## src/rtl/video_pkg.sv

```systemverilog
// Shared types and mode tables for the video framebuffer fetch path.
package video_pkg;

    typedef enum logic [1:0] {
        MODE_OFF      = 2'd0,
        MODE_640X480  = 2'd1,
        MODE_1024X768 = 2'd2,
        MODE_1280X720 = 2'd3
    } video_mode_t;

    localparam int unsigned WIDTH_640   = 640;
    localparam int unsigned HEIGHT_480  = 480;
    localparam int unsigned WIDTH_1024  = 1024;
    localparam int unsigned HEIGHT_768  = 768;
    localparam int unsigned WIDTH_1280  = 1280;
    localparam int unsigned HEIGHT_720  = 720;

    typedef enum logic [2:0] {
        ST_IDLE      = 3'd0,
        ST_WAIT_FREE = 3'd1,
        ST_ISSUE     = 3'd2,
        ST_WAIT_DATA = 3'd3,
        ST_DRAIN     = 3'd4
    } fetch_state_t;

    // Each 32-bit word carries two RGB565 pixels, so a line is width/2 words.
    function automatic logic [9:0] words_per_line(input video_mode_t mode);
        case (mode)
            MODE_640X480:  return 10'(WIDTH_640 / 2);
            MODE_1024X768: return 10'(WIDTH_1024 / 2);
            MODE_1280X720: return 10'(WIDTH_1280 / 2);
            default:       return 10'd0;
        endcase
    endfunction

    function automatic logic [9:0] lines_per_frame(input video_mode_t mode);
        case (mode)
            MODE_640X480:  return 10'(HEIGHT_480);
            MODE_1024X768: return 10'(HEIGHT_768);
            MODE_1280X720: return 10'(HEIGHT_720);
            default:       return 10'd0;
        endcase
    endfunction

endpackage

```

## src/rtl/video_fetch_scheduler.sv

```systemverilog
// Fetches one scanline ahead into a ping-pong line buffer via burst reads.
// Request handshake: a request transfers on a cycle where req_valid and
// req_ready are both high; once raised, req_valid and req_addr hold until
// that transfer (a frame restart is the only thing that withdraws a request).
module video_fetch_scheduler
    import video_pkg::*;
#(
    parameter int ADDR_W      = 24,
    parameter int BURST_WORDS = 16
) (
    input  logic              clk,
    input  logic              reset,
    input  logic [1:0]        video_mode,
    input  logic [ADDR_W-1:0] fb_base,
    input  logic              frame_start,
    input  logic              line_done,
    output logic              req_valid,
    input  logic              req_ready,
    output logic [ADDR_W-1:0] req_addr,
    input  logic              rsp_valid,
    input  logic [31:0]       rsp_data,
    output logic              buf_wr_en,
    output logic [10:0]       buf_wr_addr,
    output logic [31:0]       buf_wr_data,
    output logic [1:0]        line_ready,
    output logic              underrun,
    output logic              busy,
    output logic [2:0]        dbg_state
);

    localparam logic [ADDR_W-1:0] BURST_BYTES = ADDR_W'(BURST_WORDS * 4);
    localparam logic [10:0]       BURST_CNT   = 11'(BURST_WORDS);

    fetch_state_t      r_state;
    fetch_state_t      w_state_next;
    video_mode_t       r_mode;
    logic [ADDR_W-1:0] r_line_addr;
    logic [ADDR_W-1:0] r_req_addr;
    logic              r_req_valid;
    logic [10:0]       r_req_words;
    logic [10:0]       r_outstanding;
    logic [9:0]        r_wr_idx;
    logic [9:0]        r_line_cnt;
    logic              r_wr_en;
    logic [10:0]       r_wr_addr;
    logic [31:0]       r_wr_data;
    logic [1:0]        r_line_ready;
    logic              r_wr_half;
    logic              r_rd_half;
    logic              r_underrun;

    logic [9:0]        w_words;
    logic [9:0]        w_lines;
    logic [ADDR_W-1:0] w_line_bytes;
    logic              w_hs;
    logic              w_last_issue;
    logic              w_fill_done;
    logic              w_buf_write;
    logic              w_rsp_dec;
    logic [10:0]       w_out_next;
    logic [1:0]        w_line_ready_next;

    assign w_words      = words_per_line(r_mode);
    assign w_lines      = lines_per_frame(r_mode);
    assign w_line_bytes = ADDR_W'({w_words, 2'b00});
    assign w_hs         = r_req_valid && req_ready;
    assign w_last_issue = w_hs && ((r_req_words + BURST_CNT) == {1'b0, w_words});
    // The last word of the line is visible on the buffer port this cycle.
    assign w_fill_done  = (r_state == ST_WAIT_DATA) && r_wr_en &&
                          (r_wr_addr[9:0] == (w_words - 10'd1));
    // Responses are only kept while a line is being fetched; a response in
    // a frame_start cycle belongs to the previous frame and is dropped.
    assign w_buf_write  = rsp_valid && !frame_start &&
                          ((r_state == ST_ISSUE) || (r_state == ST_WAIT_DATA));
    // Stray responses with nothing outstanding must not wrap the counter.
    assign w_rsp_dec    = rsp_valid && ((r_outstanding != 11'd0) || w_hs);
    assign w_out_next   = r_outstanding + (w_hs ? BURST_CNT : 11'd0)
                                        - (w_rsp_dec ? 11'd1 : 11'd0);

    assign req_valid   = r_req_valid;
    assign req_addr    = r_req_addr;
    assign buf_wr_en   = r_wr_en;
    assign buf_wr_addr = r_wr_addr;
    assign buf_wr_data = r_wr_data;
    assign line_ready  = r_line_ready;
    assign underrun    = r_underrun;
    assign busy        = (r_state != ST_IDLE);
    assign dbg_state   = r_state;

    // Half-full flags: consumer clears the read half, producer sets the write half.
    always_comb begin
        w_line_ready_next = r_line_ready;
        if (frame_start) begin
            w_line_ready_next = 2'b00;
        end else begin
            if (line_done && r_line_ready[r_rd_half]) begin
                w_line_ready_next[r_rd_half] = 1'b0;
            end
            if (w_fill_done) begin
                w_line_ready_next[r_wr_half] = 1'b1;
            end
        end
    end

    // Fetch state register.
    always_ff @(posedge clk or negedge reset) begin
        if (!reset) begin
            r_state <= ST_IDLE;
        end else begin
            r_state <= w_state_next;
        end
    end

    // Next-state logic; frame_start overrides every other transition.
    always_comb begin
        w_state_next = r_state;
        if (frame_start) begin
            if (video_mode == 2'd0) begin
                w_state_next = ST_IDLE;
            end else if (w_out_next != 11'd0) begin
                w_state_next = ST_DRAIN;
            end else begin
                w_state_next = ST_WAIT_FREE;
            end
        end else begin
            case (r_state)
                ST_IDLE: begin
                    w_state_next = ST_IDLE;
                end
                ST_WAIT_FREE: begin
                    if (!r_line_ready[r_wr_half]) begin
                        w_state_next = ST_ISSUE;
                    end
                end
                ST_ISSUE: begin
                    if (w_last_issue) begin
                        w_state_next = ST_WAIT_DATA;
                    end
                end
                ST_WAIT_DATA: begin
                    if (w_fill_done) begin
                        if (r_line_cnt == (w_lines - 10'd1)) begin
                            w_state_next = ST_IDLE;
                        end else begin
                            w_state_next = ST_WAIT_FREE;
                        end
                    end
                end
                ST_DRAIN: begin
                    if (w_out_next == 11'd0) begin
                        w_state_next = ST_WAIT_FREE;
                    end
                end
                default: begin
                    w_state_next = ST_IDLE;
                end
            endcase
        end
    end

    // Datapath: request generation, response capture, line bookkeeping.
    always_ff @(posedge clk or negedge reset) begin
        if (!reset) begin
            r_mode        <= MODE_OFF;
            r_line_addr   <= '0;
            r_req_addr    <= '0;
            r_req_valid   <= 1'b0;
            r_req_words   <= 11'd0;
            r_outstanding <= 11'd0;
            r_wr_idx      <= 10'd0;
            r_line_cnt    <= 10'd0;
            r_wr_en       <= 1'b0;
            r_wr_addr     <= 11'd0;
            r_wr_data     <= 32'd0;
            r_line_ready  <= 2'b00;
            r_wr_half     <= 1'b0;
            r_rd_half     <= 1'b0;
            r_underrun    <= 1'b0;
        end else begin
            r_outstanding <= w_out_next;
            r_line_ready  <= w_line_ready_next;
            r_wr_en       <= w_buf_write;
            r_underrun    <= 1'b0;
            if (w_buf_write) begin
                r_wr_addr <= {r_wr_half, r_wr_idx};
                r_wr_data <= rsp_data;
                r_wr_idx  <= r_wr_idx + 10'd1;
            end
            if (frame_start) begin
                r_mode      <= video_mode_t'(video_mode);
                r_line_addr <= fb_base;
                r_req_valid <= 1'b0;
                r_req_words <= 11'd0;
                r_wr_idx    <= 10'd0;
                r_line_cnt  <= 10'd0;
                r_wr_half   <= 1'b0;
                r_rd_half   <= 1'b0;
            end else begin
                if (line_done) begin
                    if (r_line_ready[r_rd_half]) begin
                        r_rd_half <= ~r_rd_half;
                    end else begin
                        r_underrun <= 1'b1;
                    end
                end
                if (w_fill_done) begin
                    r_wr_half   <= ~r_wr_half;
                    r_line_addr <= r_line_addr + w_line_bytes;
                    r_line_cnt  <= r_line_cnt + 10'd1;
                    r_wr_idx    <= 10'd0;
                end
                if ((r_state == ST_WAIT_FREE) && (w_state_next == ST_ISSUE)) begin
                    r_req_addr  <= r_line_addr;
                    r_req_words <= 11'd0;
                end
                if (r_state == ST_ISSUE) begin
                    if (!r_req_valid) begin
                        r_req_valid <= 1'b1;
                    end else if (req_ready) begin
                        r_req_addr  <= r_req_addr + BURST_BYTES;
                        r_req_words <= r_req_words + BURST_CNT;
                        if (w_last_issue) begin
                            r_req_valid <= 1'b0;
                        end
                    end
                end
            end
        end
    end

endmodule

```

## config.mk

```make
export PLATFORM = sky130hd
export DESIGN_NAME = video_fetch_scheduler
export DESIGN_NICKNAME = d
export VERILOG_FILES = /design/src/rtl/video_pkg.sv /design/src/rtl/video_fetch_scheduler.sv
export SDC_FILE = /design/constraint.sdc
export NUM_CORES = 1
export LEC_CHECK = 0
export BUFFER_PORTS_ARGS = -buffer_cell sky130_fd_sc_hd__buf_2
export CORE_AREA = 2 2 147 149
export CTS_CLUSTER_DIAMETER = 80
export DETAILED_ROUTE_END_ITERATION = 12
export DIE_AREA = 0 0 149 151
export GPL_ROUTABILITY_DRIVEN = 0
export GPL_TIMING_DRIVEN = 0
export MAX_ROUTING_LAYER = met4
export PLACE_DENSITY = 0.53
export SLEW_MARGIN = 25
export SYNTH_ARGS = -nofsm -noshare
export SYNTH_HDL_FRONTEND = slang
export SYNTH_SLANG_ARGS = --single-unit
export TNS_END_PERCENT = 20
```

## constraint.sdc

```tcl
create_clock -name clk -period 3.4 [get_ports clk]
set_clock_uncertainty 0.1 [all_clocks]
set_input_delay 0.51 -clock clk [delete_from_list [all_inputs] [get_ports clk]]
set_output_delay 0.51 -clock clk [all_outputs]
set_load 0.05 [all_outputs]
```

After elaboration in Yosys (flattened, before gate mapping)
Cells that the tools add are included.

word-level totals
  bits in registers = 145
  bits in latches = 0
  RAM bits = 0
  bits in read-only memories = 0
  input bits = 64
  word-level logic and storage cells = 124
  memories = 0

cells by class
  $add $sub $neg = 9
  $mul = 0
  div/mod/pow operators = 0
  order comparisons = 4
  equality and inequality tests = 11
  shifts and indexed selects = 0
  multiplexer cells = 54
  bitwise logic cells = 5
  reduce and logical (&&, ||, !) cells = 25

operators with widths
  cell                   number
  $mux 24                6
  $pmux 10 s3            2
  $mux 11                5
  $mux 10                5
  $add 24x12->24         1
  $add 24x7->24 const B  1
  $reduce_bool 11->1     2
  $mux 1                 21
  $mux 3                 7
  $add 10x1->10 const B  2
  $eq 10x10->1           2
  $sub 10x1->10 const B  2
  $pmux 3 s4             1
  $add 11x5->11          1
  $add 11x5->11 const B  1
  $eq 11x10->1           1
  $logic_and 1x1->1      11
  $logic_not 11->1       1
  $sub 11x1->11          1
  $eq 3x2->1 const B     3
  $mux 2                 4
  $reduce_bool 2->1      4
  $reduce_bool 3->1      2
  $mux 5                 1
  15 further kinds       21

Depth between registers and ports, before layout
Gate-level depths: netlist (run 1).

  depth after elaboration = 16
  mapped depth = 15

Least setup slack after synthesis (run 1)
Ideal clock, no wire load.

  kind = register to register
  start = reg r_outstanding[2]
  end = reg r_state[2] (netlist: dbg_state[2])
  setup time = 124 ps
  arrival time = 3,211 ps
  required time = 3,176 ps
  setup slack = -35 ps
  stages on the path, launching flop included = 16
  buffers on the path = 0
  clock period less this slack = 3,435 ps
  cells stage by stage = dfrtp_1 -> inv_1 -> ha_1 -> and4b_1 -> a31oi_1 -> ha_1 -> inv_1 -> ha_1 -> inv_1 -> fa_1 -> o21bai_1 -> a21oi_2 -> xnor2_1 -> or4b_1 -> or4_4 -> o31a_1

on the way
  cells in the longest elaborated chain, start to end = 9
  elaborated cells on any way between the ends = 13
  those cells by class = add/sub (2); mux (6); reduce/logical (5)

RTL lines
  what                                                                   line                                                        RTL
  start: declaration                                                     video_fetch_scheduler.sv:41                                 logic [10:0] r_outstanding;
  start signal: assignment                                               video_fetch_scheduler.sv:180                                r_outstanding <= w_out_next;
  parallel branches: the longest is 4 deep, another holds $add 11x5->11  --
  $sub 11x1->11 *                                                        video_fetch_scheduler.sv:78                                 - (w_rsp_dec ? 11'd1 : 11'd0);
  via w_out_next[5]                                                      video_fetch_scheduler.sv:60                                 logic [10:0] w_out_next;
  $logic_not 11->1 / $reduce_bool 11->1 (equally long branches)          video_fetch_scheduler.sv:150, video_fetch_scheduler.sv:120
  $mux 3 (on tied branches)                                              video_fetch_scheduler.sv:150, video_fetch_scheduler.sv:120
  $pmux 3 s4 / $mux 3 (equally long branches)                            video_fetch_scheduler.sv:126, video_fetch_scheduler.sv:118
  $mux 3 *                                                               video_fetch_scheduler.sv:117                                if (frame_start) begin
  via w_state_next[2]                                                    video_fetch_scheduler.sv:35                                 fetch_state_t w_state_next;
  end signal: assignment                                                 video_fetch_scheduler.sv:110                                r_state <= w_state_next;
  end: declaration                                                       video_fetch_scheduler.sv:34                                 fetch_state_t r_state;

Mark *: on every way through the listed nets, which the timed path passes.
A chain may end at the register's enable or synchronous reset.

Final worst setup path (run 1)
  start = reg r_outstanding[6]
  end = reg r_state[2] (netlist: dbg_state[2])

on the way
  cells in the longest elaborated chain, start to end = 9
  elaborated cells on any way between the ends = 13
  those cells by class = add/sub (2); mux (6); reduce/logical (5)

RTL lines
  what                                                           line                                                        RTL
  $reduce_bool 11->1 *                                           video_fetch_scheduler.sv:76                                 assign w_rsp_dec = rsp_valid && ((r_outstanding != 11'd0) || w_hs);
  $logic_or 1x1->1 *                                             video_fetch_scheduler.sv:76
  $logic_and 1x1->1 *                                            video_fetch_scheduler.sv:76
  $mux 1 *                                                       video_fetch_scheduler.sv:78
  $sub 11x1->11 *                                                video_fetch_scheduler.sv:78
  via w_out_next[5]                                              video_fetch_scheduler.sv:60
  $logic_not 11->1 / $reduce_bool 11->1 (equally long branches)  video_fetch_scheduler.sv:150, video_fetch_scheduler.sv:120
  $mux 3 (on tied branches)                                      video_fetch_scheduler.sv:150, video_fetch_scheduler.sv:120
  $pmux 3 s4 / $mux 3 (equally long branches)                    video_fetch_scheduler.sv:126, video_fetch_scheduler.sv:118
  $mux 3 *                                                       video_fetch_scheduler.sv:117
  via w_state_next[2]                                            video_fetch_scheduler.sv:35

Mark *: on every way through the listed nets, which the timed path passes. The rest lies on a longest branch.

==> out/summary.txt, run 1 <==
cell mode on critical path = inv_2
total gr overflow = 0
worst path cell trace = inv_2 > ha_4 > and4b_1 > a31oi_1 > ha_2 > inv_2 > ha_4 > inv_2 > fa_2 > o21bai_1 > a21oi_2 > xnor2_2 > or4b_4 > or4_4 > o31a_1
HPWL after DPL = 13800 um
distinct cell type count after synthesis = 54
nets = 969
pre-CTS WS = -0.319 ns
initial antenna violation count = 0
Post-synth EDFFs = 0
CP top delay family = simple AND/OR/NAND/NOR gates
CTS Sinks = 145
setup ws final = -0.0438 ns
Register-to-Register Path Depth = 15
CTS tree = yes
Hold Path Sink = r_line_addr[14]
Max IR drop VDD = 344 uV
Core Area = 0.0208 mm2
Max stage delay on crit path = 0.48 ns
Final Critical Period = 3.44 ns
FF-to-FF End = dbg_state[2]
largest net degree at the start of global routing = 78
RSZ-0062 raised after global routing = true
Post-synth ARST share = 100%
root buffer cell = clkbuf_16
Synth top area share = 49.2%
IO Count = 140
slowest CP cell = or4b_4
Rows = 53
Max Slew Vio Count = 0
Antenna Cells = 0
Crit. End Element = register
type of the most critical hold path = primary input to register
f_max = 290 MHz
Total GRT Usage = 18.2%
CTS max path bufs = 2
DRC Markers = 0
die area = 0.0225 mm2
ANT nets after route = 0
Setup CP Type = register to register
final instance area = 0.00921 mm2
top cells by area, synth = dfrtp_1 (49%), mux2_2 (9.0%), ha_1 (4.9%), xnor2_1 (4.2%), nor2_1 (3.6%)
CP Data Arrival Time = 3.65 ns
TritonRoute pass-1 iters = 6
vias in the first global route = 5845
area delta synth->final = 24.9%
CTS Buf Count = 17
Die Y = 151 um
status = complete, but fails checks
Setup crit start kind = register
worst r2r src = r_outstanding[6]
share of cells above drive strength 1 = 30.7%
data required time of the critical path = 3.61 ns
H-tree levels = 4
most frequent cells in the layout = dfrtp_1 (145), buf_2 (143), nor2_1 (70)
die width = 149 um
cell area after synthesis = 0.00737 mm2
P per Cell Area = 605 mW/mm2
Max Cap Viol = 0
Placement Cell Area = 0.00845 mm2
worst-path fanout max = 3
global-route wire length before repair = 31000 um
worst-margin pin slew = 0.749 ns
Synth warnings = 0
WP buf/inv = 3
R2R setup slack = -0.04 ns
failing checks = setup timing
Max-slew headroom = 49.7%
Setup Viol. Count Final = 1
Vias/cell = 5.02
routed via count = 5834
Min-Delay Startpoint = fb_base[14]
Initial Utilization = 35.4%
cell count after synthesis = 703
Yosys top cell by area = dfrtp_1
commonest non-fill, non-tap cell in the layout = dfrtp_1
Initial DRC Count = 323
sequential fraction of the synthesis area = 49.2%
total power = 5570 uW
Avg Inst Size Synth = 10.5 um2
final hold vios = 0
Post-Route WL = 18900 um
syn_nets = 798
post-synthesis sequential element count = 145
later-pin clock latency in the skew report = 0.42 ns
Leak = 0.00445 uW
Port Buffers = 138
part of the cycle the worst path needs = 101%
ys flop type = dfrtp_1
Hold Path Cell Cnt = 3
clock-pin slew on the worst setup and hold paths = 0.06 ns
WL/cell = 16.3 um
==> sequential cells by signal, indices dropped and copies added (netlist names), 2 cells and up <==
register,count
req_addr,24
r_outstanding,11
r_wr_idx,10
buf_wr_addr,11
r_req_words,11
r_line_cnt,10
r_mode,2
line_ready,2
dbg_state,3
buf_wr_data,32
r_line_addr,24
==> worst min-delay path, delay by kind of cell <==
family,cells,cell delay [ns]
AOI/OAI and AO/OA,1,0.06
buffers and inverters,1,0.07
and+or+nand+nor,1,0.04
==> logic make-up after synthesis <==
family / count (synthesis) / share of synthesized area [%]
and+or+nand+nor: 232 / 15.5
AOI/OAI and AO/OA: 118 / 10.2
buffers and inverters: 57 / 3.02
adders and majority gates: 31 / 5.47
DFF: 145 / 49.2
xor gates and xnor gates: 54 / 6.60
muxes: 66 / 9.98
==> synthesized netlist by cell type, types with 2 or more instances <==
library cell and n:
o21ai_1 6, o21a_1 2, buf_2 6, nand3_1 28, nor2_1 70, o21ai_0 26
ha_1 29, or3_1 6, o21bai_1 2, a41oi_1 3, or2_2 2, mux2_2 59
o31ai_1 3, nand3b_1 3, nor2b_1 7, nand4_1 9, mux2i_1 6, nand2b_1 5
buf_1 3, clkbuf_1 22, nor4b_1 2, a22oi_1 3, xor2_1 18, inv_1 25
nor4_1 15, nor3b_1 4, xnor2_1 35, fa_1 2, a21o_1 3, and4_1 4
o22a_1 17, dfrtp_1 145, nor3_1 10, a21oi_1 38, nand2_1 49, and3_1 13
a31oi_1 6
==> repair_timing <==
action | CTS | global route
hold endpoints to repair | 1 | 0
endpoints found under the setup margin | 3 | 2
hold buffers | 1 | 0
setup buffers | 10 | 2
resized for setup | 19 | 3
cloned | 0 | 0
pin swaps | 12 | 8
==> per-layer routing <==
layer  track usage, %  vias up  share of wire [%]
met3             4.43       21                5.7
met1             24.0     2830                 47
met2             27.9      154                 46
met5                -        -                  0
met4             5.71        0                1.4
li1                 -     2829                  -
==> stage by stage <==
stage	std cells	TNS [ns]	hold slack [ns]	utilization [%]
2_1_floorplan	703	0	0.114	-
3_3_place_gp	1116	-89.64	0.386	40.4
3_5_place_dp	1117	-0.653	0.390	40.6
4_1_cts	1160	-0.340	0.196	44.0
5_1_grt	1162	-0.274	0.200	44.2
6_report	1162	-0.0438	0.201	44.2
==> power by group <==
| group | switching (uW) | internal, uW | total [uW] |
|---|---|---|---|
| Clock | 748 | 1100 | 1850 |
| Sequential | 121 | 1880 | 2000 |
| Combinational | 972 | 750 | 1720 |
==> worst max-delay path by stage <==
stage / slack (ns) / depth (start not counted) / from / to
final: -0.04 / 15 / r_outstanding[6] / dbg_state[2]
after global routing: -0.15 / 15 / r_outstanding[8] / dbg_state[2]
after CTS: -0.22 / 14 / r_outstanding[3] / dbg_state[2]
after detailed placement: -0.32 / 15 / r_outstanding[2] / dbg_state[0]
after global placement: -0.63 / 1 / reset / r_outstanding[5]
after floorplan: 0.004 / 15 / r_outstanding[2] / dbg_state[2]
==> cell type report <==
class	instances	area, um2
fillers	2051	11600
plain buffers	32	129
flip-flops and latches	145	3630
multi-input cells	501	3600
inverters	25	93.8
repair buffers	152	828
clock inverters	13	136
clock buffers	19	443
well taps	275	344
Power figures use the tool's default switching activity.
==> run 2: changes to the inputs <==
--- a/config.mk
+++ b/config.mk
@@ -6,14 +6,14 @@
 export NUM_CORES = 1
 export LEC_CHECK = 0
 export BUFFER_PORTS_ARGS = -buffer_cell sky130_fd_sc_hd__buf_2
-export CORE_AREA = 2 2 147 149
+export CORE_AREA = 2 2 125 127
 export CTS_CLUSTER_DIAMETER = 80
 export DETAILED_ROUTE_END_ITERATION = 12
-export DIE_AREA = 0 0 149 151
+export DIE_AREA = 0 0 127 129
 export GPL_ROUTABILITY_DRIVEN = 0
 export GPL_TIMING_DRIVEN = 0
 export MAX_ROUTING_LAYER = met4
-export PLACE_DENSITY = 0.53
+export PLACE_DENSITY = 0.71
 export SLEW_MARGIN = 25
 export SYNTH_ARGS = -nofsm -noshare
 export SYNTH_HDL_FRONTEND = slang
==> run 2 against run 1 <==
  * The flow still finishes with violations (setup timing)
  * Design area down 2.1%
  * Routed wire length down 6.4%
  * Clock power about the same
  * Register-to-register slack worse by 0.07 ns
  * Critical endpoint unchanged
  * Largest power group unchanged
==> out/summary.txt, run 2 (same netlist as run 1, synthesis figures left out) <==
HPWL after DPL = 12700 um
setup ws final = -0.118 ns
CTS tree = yes
total gr overflow = 0
fin cells = 1066
cell mode on critical path = inv_2
CTS max path bufs = 2
Setup crit start kind = register
Placed Cells = 1030
Max Slew Vio Count = 0
Max Cap Viol = 0
CTS Buf Count = 17
Post-Route WL = 17700 um
Port Buffers = 138
later-pin clock latency in the skew report = 0.42 ns
Initial Utilization = 49.2%
DRC Markers = 0
CTS Sinks = 145
Leak = 0.00440 uW
clock-pin slew on the worst setup and hold paths = 0.06 ns
P per Cell Area = 602 mW/mm2
global-route wire length before repair = 29000 um
Initial DRC Count = 371
area delta synth->final = 22.2%
Vias/cell = 5.48
initial antenna violation count = 0
die area = 0.0164 mm2
commonest non-fill, non-tap cell in the layout = dfrtp_1
routed via count = 5847
worst-margin pin slew = 0.809 ns
Antenna Cells = 0
Max IR drop VDD = 343 uV
part of the cycle the worst path needs = 103%
die width = 127 um
ANT nets after route = 0
nets = 961
slowest CP cell = or4b_4
status = complete, but fails checks
type of the most critical hold path = primary input to register
IO Count = 140
Rows = 45
H-tree levels = 4
Worst Hold Margin = 0.208 ns
failing checks = setup timing
CP Data Arrival Time = 3.73 ns
Die Y = 129 um
vias in the first global route = 5826
final hold vios = 0
f_max = 284 MHz
Total GRT Usage = 23.0%
Crit. End Element = register
Max-slew headroom = 45.7%
largest net degree at the start of global routing = 82
root buffer cell = clkbuf_16
Setup Viol. Count Final = 2
RSZ-0062 raised after global routing = true
data required time of the critical path = 3.61 ns
TritonRoute pass-1 iters = 5
total power = 5420 uW
Core Area = 0.0150 mm2
Setup CP Type = register to register
WL/cell = 16.6 um
worst path cell trace = inv_2 > ha_1 > and4b_1 > a31oi_1 > ha_2 > inv_2 > ha_4 > inv_2 > fa_2 > o21bai_1 > a21oi_2 > xnor2_2 > or4b_4 > or4_4 > o31a_1
worst-path fanout max = 3
Max stage delay on crit path = 0.48 ns
most frequent cells in the layout = dfrtp_1 (145), buf_2 (143), nor2_1 (70)
max reg flops = 32
share of cells above drive strength 1 = 29.6%
Final Critical Period = 3.52 ns
-- run 2: repair_timing --
action | CTS | global route
resized for setup | 7 | 8
hold endpoints to repair | 6 | 0
pin swaps | 1 | 5
endpoints found under the setup margin | 3 | 2
hold buffers | 1 | 0
setup buffers | 3 | 1
-- run 2: critical path: cells and delay by family (launching register included) --
| kind | cells | cell delay [ns] |
|---|---|---|
| buffers and inverters | 3 | 0.17 |
| DFF | 1 | 0.39 |
| adders and majority gates | 4 | 0.85 |
| AOI/OAI and AO/OA | 4 | 0.63 |
| and+or+nand+nor | 3 | 1.13 |
| xor gates and xnor gates | 1 | 0.15 |
-- run 2: per-layer routing --
layer / part of all wire [%] / GRT usage (%) / wire (um)
met2: 47 / 36.3 / 8360
met3: 5.2 / 5.28 / 916
met4: 1.6 / 6.46 / 290
met1: 46 / 30.0 / 8150
met5: 0 / - / 0
-- run 2: power by group --
group / total, uW / internal (uW) / switching, uW
logic: 1560 / 632 / 924
registers: 2010 / 1880 / 125
clock network: 1860 / 1120 / 736
total: 5420 / 3630 / 1790
-- run 2: final timing paths --
check / depth (start not counted) / end / slack [ns] / from
worst min register to register: 1 / req_addr[5] / 0.40 / r_line_addr[5]
worst min-delay path: 3 / r_line_addr[18] / 0.21 / fb_base[18]
min in group asynchronous: 2 / r_line_addr[2] / 0.57 / reset
worst max-delay path: 15 / dbg_state[2] / -0.12 / r_outstanding[6]
max in group asynchronous: 3 / underrun / 1.89 / reset
worst max register to register: 15 / dbg_state[2] / -0.12 / r_outstanding[6]
-- run 2: area by class of cell --
type                    count  area [um2]
clock buffers              20         457
fillers                  1276        5970
multi-input cells         501        3570
well taps                 188         235
flip-flops and latches    145        3630
inverters                  25        93.8
plain buffers              32         129
clock inverters            11         131
repair buffers            144         768
-- run 2: metrics by stage --
| stage | setup TNS, ns | util, % | setup slack [ns] | area (um2) |
|---|---|---|---|---|
| after floorplan | 0 | - | 0.00410 | 7370 |
| after global placement | -56.29 | 55.4 | -0.399 | 8300 |
| after detailed placement | -0.674 | 55.7 | -0.328 | 8340 |
| after CTS | -0.357 | 59.9 | -0.209 | 8980 |
| after global routing | -0.398 | 60.2 | -0.227 | 9010 |
| final | -0.179 | 60.2 | -0.118 | 9010 |
==> run 3: changes to the inputs <==
--- a/config.mk
+++ b/config.mk
@@ -18,4 +18,3 @@
 export SYNTH_ARGS = -nofsm -noshare
 export SYNTH_HDL_FRONTEND = slang
 export SYNTH_SLANG_ARGS = --single-unit
-export TNS_END_PERCENT = 20
==> run 3 against run 2 <==
  * The run still ends with setup timing left
  * Sequential power is essentially flat
  * Register-to-register slack lost 0.06 ns
  * Maximum frequency shrank 1.6%
  * Combinational power grew 6%
  * Clock power is essentially flat
  * Global-route usage grew 0.19 points
  * Final cell count grew 0.56%
  * Worst setup slack lost 0.059 ns
  * Largest cell class unchanged
  * Largest power group unchanged
==> out/summary.txt, run 3 (same netlist as run 1, synthesis figures left out) <==
worst-margin pin slew = 0.807 ns
area of the multi-input gates = 0.00359 mm2
R2R setup slack = -0.18 ns
Leak = 0.00442 uW
fill cell count = 1262
Setup CP Type = register to register
FF-to-FF End = dbg_state[2]
Rows = 45
Clock Power Share = 33.7%
die area = 0.0164 mm2
commonest non-fill, non-tap cell in the layout = dfrtp_1
total gr overflow = 0
Vias/cell = 5.47
Port Buffers = 138
Crit. End Element = register
P_int = 3700 uW
CTS Buf Count = 17
final core occ = 60.6%
fin cells = 1072
later-pin clock latency in the skew report = 0.43 ns
Max Cap Viol = 0
worst r2r src = r_outstanding[2]
Max-slew headroom = 45.8%
Max IR drop VDD = 344 uV
most frequent cells in the layout = dfrtp_1 (145), buf_2 (143), nor2_1 (70)
largest net degree at the start of global routing = 82
type of the most critical hold path = primary input to register
vias in the first global route = 5868
ANT nets after route = 0
data required time of the critical path = 3.61 ns
CTS tree = yes
Setup crit start kind = register
Post-Route WL = 17900 um
combinational share of power = 30.1%
CP Data Arrival Time = 3.79 ns
area delta synth->final = 23.1%
nets = 967
TritonRoute pass-1 iters = 5
Placed Cells = 1030
P per Cell Area = 609 mW/mm2
failing checks = setup timing
Initial Utilization = 49.2%
sequential cell area = 0.00363 mm2
DRC Markers = 0
RSZ-0062 raised after global routing = true
CTS Sinks = 145
initial antenna violation count = 0
worst-path fanout max = 2
die width = 127 um
global-route wire length before repair = 29200 um
part of the cycle the worst path needs = 105%
HPWL after DPL = 12700 um
WL/cell = 16.7 um
H-tree levels = 4
Core Area = 0.0150 mm2
Hold Path Cell Cnt = 3
Die Y = 129 um
IO Count = 140
crit path to = dbg_state[2]
final hold vios = 0
Total GRT Usage = 23.2%
Setup Viol. Count Final = 2
status = complete, but fails checks
CTS max path bufs = 2
CP startpoint = r_outstanding[2]
share of cells above drive strength 1 = 30.3%
Initial DRC Count = 365
NetSw = 1830 uW
root buffer cell = clkbuf_16
Register-to-Register Path Depth = 14
switch share = 33.1%
Antenna Cells = 0
Final Critical Period = 3.58 ns
clock-pin slew on the worst setup and hold paths = 0.06 ns
max reg flops = 32
routed via count = 5863
f_max = 280 MHz
setup ws final = -0.177 ns
Reg power frac = 36.2%
Max Slew Vio Count = 0
==> run 3: cell count changes in the layout (fill, tap and decap cells not counted), moves of 2 or more <==
cell | previous run | this run
ha_4 | 1 | 3
inv_1 | 19 | 17
ha_1 | 27 | 25
buf_4 | 4 | 10
inv_2 | 6 | 8
==> run 3: metal layers <==
layer  track usage [%]  part of all wire, %  vias to the layer above
li1                  -                    -                     2829
met3              5.28                  5.1                       29
met5                 -                    0                        -
met1              30.3                   46                     2829
met2              36.7                   47                      176
met4              6.46                  1.6                        0
==> run 3: worst min path at each step <==
stage              startpoint               to  slack [ns]
2_1_floorplan           reset   buf_wr_addr[0]        0.11
3_3_place_gp   r_line_addr[4]      req_addr[4]        0.38
3_5_place_dp   buf_wr_data[3]   buf_wr_data[3]        0.39
4_1_cts           fb_base[17]  r_line_addr[17]        0.19
5_1_grt           fb_base[17]  r_line_addr[17]        0.20
6_report          fb_base[18]  r_line_addr[18]        0.21
==> run 3: layout make-up <==
class,instances,area share [%]
inverter,25,1.03
sequential,145,40.0
multi-input combinational,501,39.5
clock inverter,11,1.45
clock buffer,20,5.03
timing repair buffer,150,8.96
buffer,32,1.42
tap,188,2.59
==> run 3: critical path, cell delays in order (launching register included) <==
cell,delay [ns]
dfrtp_1,0.39
inv_2,0.09
ha_4,0.13
and4b_1,0.19
a31oi_1,0.09
ha_2,0.19
inv_2,0.06
ha_4,0.12
inv_2,0.03
fa_2,0.52
inv_2,0.05
nor4_4,0.28
or4b_4,0.50
or4_4,0.46
o31a_1,0.26
==> run 3: power groups by stage <==
stage	Sequential, uW	Clock, uW	Combinational (uW)
3_3_place_gp	2030	0	1360
4_1_cts	2000	1880	1600
5_1_grt	2020	1970	1830
3_5_place_dp	2030	0	1390
6_report	2000	1860	1660
2_1_floorplan	2140	0	919
==> run 3: per-stage QoR <==
stage               worst slack, ns  area (um2)  hold slack [ns]  TNS [ns]  power [uW]
global placement             -0.399        8300            0.384    -56.29        3390
detailed placement           -0.328        8340            0.390    -0.674        3420
CTS                          -0.102        9060            0.195    -0.144        5480
global route                 -0.248        9080            0.198    -0.440        5830
floorplan                   0.00410        7370            0.114         0        3060
finish                       -0.177        9080            0.207    -0.296        5530
==> run 3: timing repair <==
item	in CTS	in global routing
hold endpoints to repair	6	0
hold buffers	1	0
pin swaps	2	2
resized for setup	18	2
endpoints found under the setup margin	3	2
setup buffers	9	1
